## src/rtl/dmem_lsu.sv

```systemverilog
// Load/store unit between a CPU and a word-wide data memory: sub-word loads, RMW sub-word stores, range check.
// Optional macro DMEM_LSU_ALIGN_CHECK_EN: misaligned accesses go to ERR and raise an extra misalign output.
module dmem_lsu #(
    parameter int unsigned DEPTH = 2048
) (
    input  logic        clk,
    input  logic        rst_n,
    input  logic        req,
    input  logic        we,
    input  logic [1:0]  size,
    input  logic        sign_ext,
    input  logic [31:0] cpu_addr,
    input  logic [31:0] cpu_wdata,
    output logic        busy,
    output logic        done,
    output logic [31:0] rdata,
    output logic        DM_CS,
    output logic        DM_R,
    output logic        DM_W,
    output logic [31:0] addr,
    output logic [31:0] data_in,
    input  logic [31:0] data_out
`ifdef DMEM_LSU_ALIGN_CHECK_EN
    ,
    output logic        misalign
`endif
);

    typedef enum logic [2:0] {
        S_IDLE,
        S_RD,
        S_WR,
        S_DONE,
        S_ERR
    } state_t;

    state_t      r_state;
    state_t      w_next;

    logic [29:0] r_addr;
    logic [1:0]  r_lo;
    logic [1:0]  r_size;
    logic        r_we;
    logic        r_sext;
    logic [31:0] r_wdata;
    logic [31:0] r_word;
    logic [31:0] r_rdata;

    logic        w_is_word_in;
    logic        w_is_half_in;
    logic        w_oor;
    logic        w_misalign_in;
    logic [1:0]  w_lo_in;
    logic [7:0]  w_byte;
    logic [15:0] w_half;
    logic [31:0] w_ext;
    logic [31:0] w_merge;

    assign w_is_word_in = size[1];
    assign w_is_half_in = (size == 2'b01);
    assign w_oor        = ({2'b00, cpu_addr[31:2]} >= DEPTH);

`ifdef DMEM_LSU_ALIGN_CHECK_EN
    logic r_misalign;

    assign w_misalign_in = (w_is_half_in && cpu_addr[0]) || (w_is_word_in && (cpu_addr[1:0] != 2'b00));
    assign w_lo_in       = cpu_addr[1:0];
    assign misalign      = (r_state == S_ERR) && r_misalign;
`else
    // Misaligned low bits are dropped so the access lands on the enclosing aligned lane.
    assign w_misalign_in = 1'b0;
    assign w_lo_in       = w_is_word_in ? 2'b00 :
                           w_is_half_in ? {cpu_addr[1], 1'b0} : cpu_addr[1:0];
`endif

    always_comb begin
        w_next = r_state;
        case (r_state)
            S_IDLE: begin
                if (req) begin
                    if (w_oor || w_misalign_in) begin
                        w_next = S_ERR;
                    end else if (we && w_is_word_in) begin
                        w_next = S_WR;
                    end else begin
                        w_next = S_RD;
                    end
                end
            end
            S_RD:    w_next = r_we ? S_WR : S_DONE;
            S_WR:    w_next = S_DONE;
            S_DONE:  w_next = S_IDLE;
            S_ERR:   w_next = S_IDLE;
            default: w_next = S_IDLE;
        endcase
    end

    always_comb begin
        w_byte = data_out[7:0];
        case (r_lo)
            2'b01:   w_byte = data_out[15:8];
            2'b10:   w_byte = data_out[23:16];
            2'b11:   w_byte = data_out[31:24];
            default: w_byte = data_out[7:0];
        endcase
        w_half = r_lo[1] ? data_out[31:16] : data_out[15:0];
        case (r_size)
            2'b00:   w_ext = {{24{r_sext & w_byte[7]}}, w_byte};
            2'b01:   w_ext = {{16{r_sext & w_half[15]}}, w_half};
            default: w_ext = data_out;
        endcase
    end

    always_comb begin
        w_merge = r_word;
        case (r_size)
            2'b00: begin
                case (r_lo)
                    2'b01:   w_merge[15:8]  = r_wdata[7:0];
                    2'b10:   w_merge[23:16] = r_wdata[7:0];
                    2'b11:   w_merge[31:24] = r_wdata[7:0];
                    default: w_merge[7:0]   = r_wdata[7:0];
                endcase
            end
            2'b01: begin
                if (r_lo[1]) begin
                    w_merge[31:16] = r_wdata[15:0];
                end else begin
                    w_merge[15:0] = r_wdata[15:0];
                end
            end
            default: w_merge = r_wdata;
        endcase
    end

    assign busy    = (r_state != S_IDLE);
    assign done    = (r_state == S_DONE) || (r_state == S_ERR);
    assign DM_CS   = (r_state == S_RD) || (r_state == S_WR);
    assign DM_R    = (r_state == S_RD);
    assign DM_W    = (r_state == S_WR);
    assign addr    = {r_addr, 2'b00};
    assign data_in = w_merge;
    assign rdata   = r_rdata;

    always_ff @(posedge clk or negedge rst_n) begin
        if (!rst_n) begin
            r_state <= S_IDLE;
            r_addr  <= '0;
            r_lo    <= '0;
            r_size  <= '0;
            r_we    <= 1'b0;
            r_sext  <= 1'b0;
            r_wdata <= '0;
            r_word  <= '0;
            r_rdata <= '0;
        end else begin
            r_state <= w_next;
            if (r_state == S_IDLE && req) begin
                r_addr  <= cpu_addr[31:2];
                r_lo    <= w_lo_in;
                r_size  <= size;
                r_we    <= we;
                r_sext  <= sign_ext;
                r_wdata <= cpu_wdata;
            end
            if (r_state == S_RD) begin
                r_word <= data_out;
                if (!r_we) begin
                    r_rdata <= w_ext;
                end
            end
            if (r_state == S_IDLE && w_next == S_ERR) begin
                r_rdata <= '0;
            end
        end
    end

`ifdef DMEM_LSU_ALIGN_CHECK_EN
    always_ff @(posedge clk or negedge rst_n) begin
        if (!rst_n) begin
            r_misalign <= 1'b0;
        end else if (r_state == S_IDLE && req) begin
            r_misalign <= w_misalign_in;
        end
    end
`endif

endmodule
```

## config.mk

```make
export PLATFORM = sky130hd
export DESIGN_NAME = dmem_lsu
export DESIGN_NICKNAME = d
export VERILOG_FILES = /design/src/rtl/dmem_lsu.sv
export SDC_FILE = /design/constraint.sdc
export NUM_CORES = 1
export LEC_CHECK = 0
export CAP_MARGIN = 15
export CORE_MARGIN = 2
export CORE_UTILIZATION = 41
export CTS_CLUSTER_DIAMETER = 30
export DETAILED_ROUTE_END_ITERATION = 8
export PLACE_DENSITY = 0.72
export SYNTH_ARGS = -nofsm -noshare
export SYNTH_HDL_FRONTEND = slang
export SYNTH_SLANG_ARGS = --single-unit
```

## constraint.sdc

```tcl
create_clock -name clk -period 2.1 [get_ports clk]
set_clock_uncertainty 0.1 [all_clocks]
set_input_delay 0.42 -clock clk [delete_from_list [all_inputs] [get_ports clk]]
set_output_delay 0.42 -clock clk [all_outputs]
set_load 0.05 [all_outputs]
```

=== Word-level counts from Yosys, hierarchy flattened ===
Cells that the tools add are included.
Widths: inputs -> output; s select.

* Multiplexer cells: 20
* Bitwise logic cells: 2
* $lt $le $gt $ge: 1
* Reduce and logical (&&, ||, !) cells: 11
* Equal/unequal tests: 11

{| class="wikitable"
|+ Operators by type and width
! cell !! count
|-
| $pmux 32 s2 || 2
|-
| $mux 32 || 3
|-
| $mux 16 || 3
|-
| $mux 8 || 4
|-
| $ge 30x12->1 const B || 1
|-
| $pmux 8 s3 || 1
|-
| $pmux 3 s3 || 1
|-
| $eq 2x1->1 const B || 3
|-
| $eq 3x2->1 const B || 2
|-
| $eq 3x3->1 const B || 2
|-
| $mux 3 || 2
|-
| $eq 2x2->1 const B || 2
|-
| $mux 2 || 2
|-
| $eq 3x1->1 const B || 1
|-
| $logic_and 1x1->1 || 3
|-
| $logic_not 3->1 || 1
|-
| $reduce_bool 3->1 || 1
|-
| $reduce_or 3->1 || 1
|-
| $and 1x1->1 || 2
|-
| $logic_not 2->1 || 1
|-
| $logic_or 1x1->1 || 2
|-
| $mux 1 || 2
|-
| $ne 2x1->1 const B || 1
|-
| $reduce_and 2->1 || 1
|-
| $reduce_bool 2->1 || 1
|}

* Bits in registers: 135
* Bits of input ports: 103

=== Longest topological paths before layout ===
Gate-level depths: netlist of the first run.

* Word-level depth: 9
* Gate-level depth with buffers: 8
* Mapped depth without buffers: 5

=== Least setup slack after synthesis of the first run ===
OpenSTA, ideal clock, no wires.

* Path kind: reg-to-output
* Start point: reg r_lo[1]
* End point: out data_in[16]
* Path buffers: 2
* Slack: -0.774 ns
* Arrival time: 2.354 ns
* Stages on the path, launching flop included: 6
* Data required time: 1.580 ns
* Cell sequence: dfrtp_1 > buf_2 > clkbuf_1 > nand2_1 > mux2i_1 > o21ai_0

* Word-level cells in the longest chain between the ends: 3
* Elaborated cells between the ends (all ways): 4

{| class="wikitable"
|+ RTL lines
! item !! line !! text
|-
| start, declared || 41 || <nowiki>logic [1:0] r_lo;</nowiki>
|-
| start signal, assigned || 160 || <nowiki>r_lo <= w_lo_in;</nowiki>
|-
| $eq 2x2->1 || 118 || <nowiki>case (r_lo)</nowiki>
|-
| $mux 8 || 118 ||
|-
| $pmux 32 s2 * || 116 || <nowiki>case (r_size)</nowiki>
|-
| end, declared || 21 || <nowiki>output logic [31:0] data_in,</nowiki>
|}

Mark *: on every way between the ends. The rest lies on a longest branch, timed or not.

=== Final worst setup path of the first run ===
* Start point: reg r_size[0]
* End point: out data_in[18]

* Word-level cells in the longest chain between the ends: 2
* Elaborated cells between the ends (all ways): 3

{| class="wikitable"
|+ RTL lines
! item !! line !! text
|-
| start, declared || 42 || <nowiki>logic [1:0] r_size;</nowiki>
|-
| start signal, assigned || 161 || <nowiki>r_size <= size;</nowiki>
|-
| $eq 2x1->1 or $logic_not 2->1 (tied branches) || 116 ||
|-
| $pmux 32 s2 * || 116 ||
|}

Marks and branches as above.

==> impl_metrics.yaml, run 1 <==
placed_design:
  hpwl_um: 14900
  gp_congestion: 0.918
  place_area_mm2: 0.00932
  portBuffers: 201
setup_path:
  crit_type: "reg -> out"
  path_buf_inv: 2
  max_stage_delay_ps: 450
  startpoint_type: "register"
  worstSetupEndpointType: "output pin"
  slowest_stage: "dfrtp_2"
  cp_max_fo: 8
  worstPathArrival_ps: 1950
  crit_required_ps: 1580
  path_delay_family: "flip-flops"
  path_cells: "nand2b_4, nand2_8, mux2i_1, buf_4, o21ai_4, buf_12"
routing:
  wl_um: 22800
  drc: 0
  wl_per_cell_um: 19.5
  num_vias: 6248
  dr.pass1.iters: 5
  dr.first_iter.drc_count: 492
  antenna_left: 0
  via_per_inst: 5.34
sta:
  hold_viol_final: 0
  period_minus_slack_ps: 2470
  rsz0062_at_grt: "true"
  relSlewSlack_pct: 49.4
  timing.fmax_ghz: 0.406
  fin_ws_ps: -366
  setup_tns_ps: -8410
  maxSlewViolCount: 0
  worstMarginPinSlew_ps: 758
  setup_violations: 33
  finalCritPeriodShare_pct: 117
synthesis:
  async_reset_ff_share_pct: 100
  syn_area_per_cell_um2: 9.15
  yosys_warnings: 0
  synth_cells: 701
  synth-edff-count: 0
  synthTopCellsByCount: "nand2_1 (265), dfrtp_1 (135), mux2_2 (47), clkbuf_1 (34), o21ai_0 (27)"
  synth_most_common_cell: "nand2_1"
  syn_area_mm2: 0.00642
  synth_area_leader_cell: "dfrtp_1"
  yosys.cell_types.count: 45
  synth_top_cell_area_share_pct: 52.6
  ys_ff_latch: 135
  ys_top_cells_by_area: "dfrtp_1 (53%), nand2_1 (16%), mux2_2 (8.2%)"
  synthFlopType: "dfrtp_1"
  ys_seq_area_share_pct: 52.6
clock_tree:
  tritoncts: "yes"
  h-tree-depth: 4
  worstSkewPairLatency_ps: 420
  cts_buffers: 17
  root_buffer: "clkbuf_16"
  cts.sinks: 135
  clockBufferDepth: 2
  clk_pin_slew_ps: 60
global_route:
  grt_usage_pct: 26.3
  grt_pass1_vias: 6136
  grt-ovfl-total: 0
  grt_max_degree: 74
  grt_pass1_wl_um: 33700
  antenna_found_initial: 0
flow_run:
  cap_violations: 0
outcome:
  failed_checks: "negative setup slack"
  status: "complete, but fails checks"
finish:
  multiInputGateArea_mm2: 0.00351
  syn2layout_area_growth_pct: 67.6
  fill_cells: 1099
  final_core_util_pct: 70.5
  nNetsFinal: 1051
  drive_gt1_share_pct: 31.4
  seq_area_mm2: 0.00338
  final_cell_area_mm2: 0.0108
  antenna_cells: 0
pwr:
  p_leak_nw: 5.02
  power_density_mw_per_mm2: 1400
  peakVddDrop_uv: 1100
floorplan:
  die_w_um: 129
  core_area_mm2: 0.0153
  dieArea_mm2: 0.0167
  ios: 204
  die_height_um: 129
  rows: 45
  initial_utilization_pct: 42.1
hold_path:
  hp-class: "in -> async"
-- state kept, by name, summed over array words and instances, names as in the netlist --
| name | flops |
|---|---|
| r_addr | 30 |
| r_we | 1 |
| r_lo | 2 |
| r_word | 32 |
| r_state | 3 |
| r_wdata | 32 |
| r_sext | 1 |
| r_size | 2 |
| rdata | 32 |
-- through the flow --
stage / hold slack [ps] / total power [mW] / worst slack [ps] / instances
after floorplan: 24.4 / 8.14 / -41.9 / 702
after global placement: 241 / 10.9 / -504 / 1111
after detailed placement: 242 / 10.9 / -538 / 1111
after CTS: 346 / 14.7 / -289 / 1162
after global routing: 386 / 15.6 / -395 / 1171
final: 349 / 15.1 / -366 / 1171
-- final timing paths --
kind	to	slack, ps	from	cells after the start
worst max register to register	rdata[1]	40	r_state[2]	6
worst min register to register	r_addr[3]	370	r_addr[3]	2
min in group clk	r_addr[3]	370	r_addr[3]	2
max in group asynchronous	rdata[10]	890	rst_n	3
worst min-delay path	r_addr[12]	350	rst_n	2
worst max-delay path	data_in[18]	-370	r_size[0]	6
-- power by group --
| part | switching, mW | total, mW | internal [mW] |
|---|---|---|---|
| combinational | 4.75 | 7.98 | 3.22 |
| sequential | 0.644 | 3.92 | 3.27 |
| clock | 1.16 | 3.17 | 2.01 |
-- placed cells by master, fill, tap and decap left out, types with 9 or more instances in the layout --
cell type        count
a31oi_1             15
clkbuf_16           18
nand2_1            262
buf_4               73
buf_6               30
dlygate4sd2_1       30
clkdlybuf4s50_1    102
dfrtp_1            131
nand3_1             22
buf_12              30
mux2_2              44
o21ai_4             17
o21ai_0              9
-- final cells by class --
type                    instances  share of cell area (%)
multi-input cells             512                    32.7
well taps                     211                    2.45
flip-flops and latches        135                    31.5
clock buffers                  19                    4.12
clock inverters                12                    1.64
inverters                       5                   0.209
repair buffers                277                    27.5
-- what timing repair did --
item / 4_1_cts / 5_1_grt
hold buffers: 1 / 0
resized for setup: 104 / 50
gates cloned: 2 / 2
pin swaps: 12 / 16
endpoints found under the setup margin: 95 / 62
setup buffers: 18 / 10
endpoints found under the hold margin: 20 / 0
-- cell families after synthesis --
kind of cell / after synthesis / synth area share, %
flip-flops: 135 / 52.6
AO/OA/AOI/OAI: 119 / 12.2
multiplexers: 60 / 10.3
buffers and inverters: 56 / 3.70
AND/OR/NAND/NOR: 330 / 21.1
other: 1 / 0.0584
-- metal layers --
layer	vias to the layer above	share of wire, %	global-route usage, %
met3	59	7.0	6.48
met2	262	47	40.6
met4	0	3.3	10.4
met1	3025	43	35.9
li1	2902	-	-
met5	-	0	0
No activity file was read; power rests on OpenSTA's default activity.
==> run 2, diff against run 1 <==
GPL_TIMING_DRIVEN = 1   (was unset)
PLACE_DENSITY = 0.75   (was 0.72)
SKIP_LAST_GASP = 1   (was unset)
clock period = 2 ns   (was 2.1 ns; I/O delays follow)
==> run 2 against run 1 <==
The flow still finishes with violations (negative setup slack). Critical path depth rose by 1. Combinational power increased by 1%. Largest cell class is now flip-flops and latches. Clock power rose by 14%. Critical path type unchanged. Highest routed layer unchanged.
==> impl_metrics.yaml, run 2 (synthesis gave the netlist of run 1 again) <==
pwr:
  p_leak_nw: 4.92
  power.internal_mw: 8.97
  p_switching_mw: 6.69
  peakVddDrop_uv: 864
  clkPwrFrac_pct: 23.0
  p_comb_share_pct: 51.4
  power_density_mw_per_mm2: 1480
  switching_share_pct: 42.7
  power_frac_seq_pct: 25.6
routing:
  drc: 0
  via_per_inst: 5.36
  dr.first_iter.drc_count: 749
  antenna_left: 0
  wl_um: 22300
  wl_per_cell_um: 18.9
  dr.pass1.iters: 5
  num_vias: 6305
sta:
  maxSlewViolCount: 0
  setup_violations: 35
  hold_viol_final: 0
  rsz0062_at_grt: "true"
  finalCritPeriodShare_pct: 120
  worstMarginPinSlew_ps: 490
  timing.fmax_ghz: 0.415
  relSlewSlack_pct: 66.5
  period_minus_slack_ps: 2410
  fin_ws_ps: -407
clock_tree:
  h-tree-depth: 4
  clk_pin_slew_ps: 60
  cts.sinks: 135
  cts_buffers: 17
  clockBufferDepth: 2
  root_buffer: "clkbuf_16"
  tritoncts: "yes"
  worstSkewPairLatency_ps: 410
placed_design:
  gp_congestion: 0.883
  hpwl_um: 14800
  portBuffers: 201
  dp.cells: 1122
finish:
  antenna_cells: 0
  final_cell_mix: "nand2_1 (263), dfrtp_1 (132), buf_4 (112), clkdlybuf4s50_1 (100), mux2_2 (45)"
  final_common_cell: "nand2_1"
  final_core_util_pct: 69.5
  nNetsFinal: 1055
  fill_cells: 1124
  final_cells: 1176
  syn2layout_area_growth_pct: 65.3
  drive_gt1_share_pct: 33.3
setup_path:
  worstSetupEndpointType: "output pin"
  crit_required_ps: 1500
  startpoint_type: "register"
  cp_max_fo: 7
  r2r_start: "r_state[2]"
  crit_start: "r_lo[0]"
  crit_type: "reg -> out"
  worstPathArrival_ps: 1910
hold_path:
  min-delay-start: "cpu_addr[21]"
  hp-class: "in -> reg"
outcome:
  status: "complete, but fails checks"
  failed_checks: "negative setup slack"
global_route:
  antenna_found_initial: 0
  grt_usage_pct: 25.6
  grt_max_degree: 67
  grt_pass1_wl_um: 32700
  grt-ovfl-total: 0
  grt_pass1_vias: 6095
floorplan:
  rows: 45
  die_w_um: 129
  initial_utilization_pct: 42.1
  core_area_mm2: 0.0153
  die_height_um: 129
  dieArea_mm2: 0.0167
  ios: 204
flow_run:
  cap_violations: 0
[run 2: cell count changes in the layout (fill, tap and decap cells not counted), moves of 5 or more]
| cell | before | now |
|---|---|---|
| a221oi_2 | 2 | 7 |
| o22ai_4 | 6 | 0 |
| buf_4 | 73 | 112 |
| dlygate4sd2_1 | 30 | 11 |
| dlymetal6s2s_1 | 8 | 1 |
| a221oi_1 | 5 | 0 |
| buf_6 | 30 | 21 |
[run 2: power groups by stage]
stage,sequential (mW),clock [mW],combinational [mW]
6_report,4.01,3.60,8.06
4_1_cts,3.97,3.64,7.87
2_1_floorplan,4.73,0,3.87
3_3_place_gp,3.96,0,7.53
3_5_place_dp,3.97,0,7.60
5_1_grt,4.08,3.77,8.47
[run 2: worst max-delay path, stage by stage (launching register included)]
cell and delay, ps:
dfrtp_1 430, buf_4 170, nand2b_4 110, nand2_8 100
mux2i_4 210, buf_4 160, o21ai_4 170, buf_12 150
[run 2: worst paths after layout]
kind                       cells past startpoint          end  slack [ps]
setup / recovery                               7  data_in[17]        -410
min in group asynchronous                      2  r_wdata[24]         370
hold reg to reg                                2    r_addr[1]         370
max in group asynchronous                      3    r_addr[4]         830
setup reg to reg                               7    rdata[10]          10
hold / removal                                 3   r_addr[19]         150
[run 2: what timing repair did]
action                                  4_1_cts  5_1_grt
pin swaps                                     5       28
endpoints found under the hold margin        39        0
endpoints found under the setup margin       78       56
gates resized for setup                      56       29
gates cloned                                  2        3
hold buffers                                  1        0
buffers inserted                             10        7
[run 2: per-stage QoR]
step,power [mW],setup WS (ps),TNS (ps),area (um^2),hold WS [ps]
2_1_floorplan,8.60,-20.7,-108,6740,4.41
3_3_place_gp,11.5,-575,-18250,9380,263
3_5_place_dp,11.6,-516,-16130,9380,260
4_1_cts,15.5,-412,-11840,10400,374
5_1_grt,16.3,-477,-14550,10600,182
6_report,15.7,-407,-11700,10600,153
[run 2: per-layer routing]
layer	wire (um)	part of all wire [%]	global-route usage [%]	vias to the layer above
met4	656	2.9	10.7	0
met5	0	0	0	-
met3	1700	7.6	6.07	46
met2	10500	47	38.9	315
met1	9420	42	35.5	3037
li1	-	-	-	2907
[run 2: area by class of cell]
class,instances,area (um^2),area share (%)
sequential,135,3380,31.9
multi-input combinational,513,3370,31.8
timing repair buffer,280,2900,27.3
clock buffer,18,429,4.05
tap,211,264,2.49
clock inverter,14,245,2.31
inverter,5,18.8,0.177
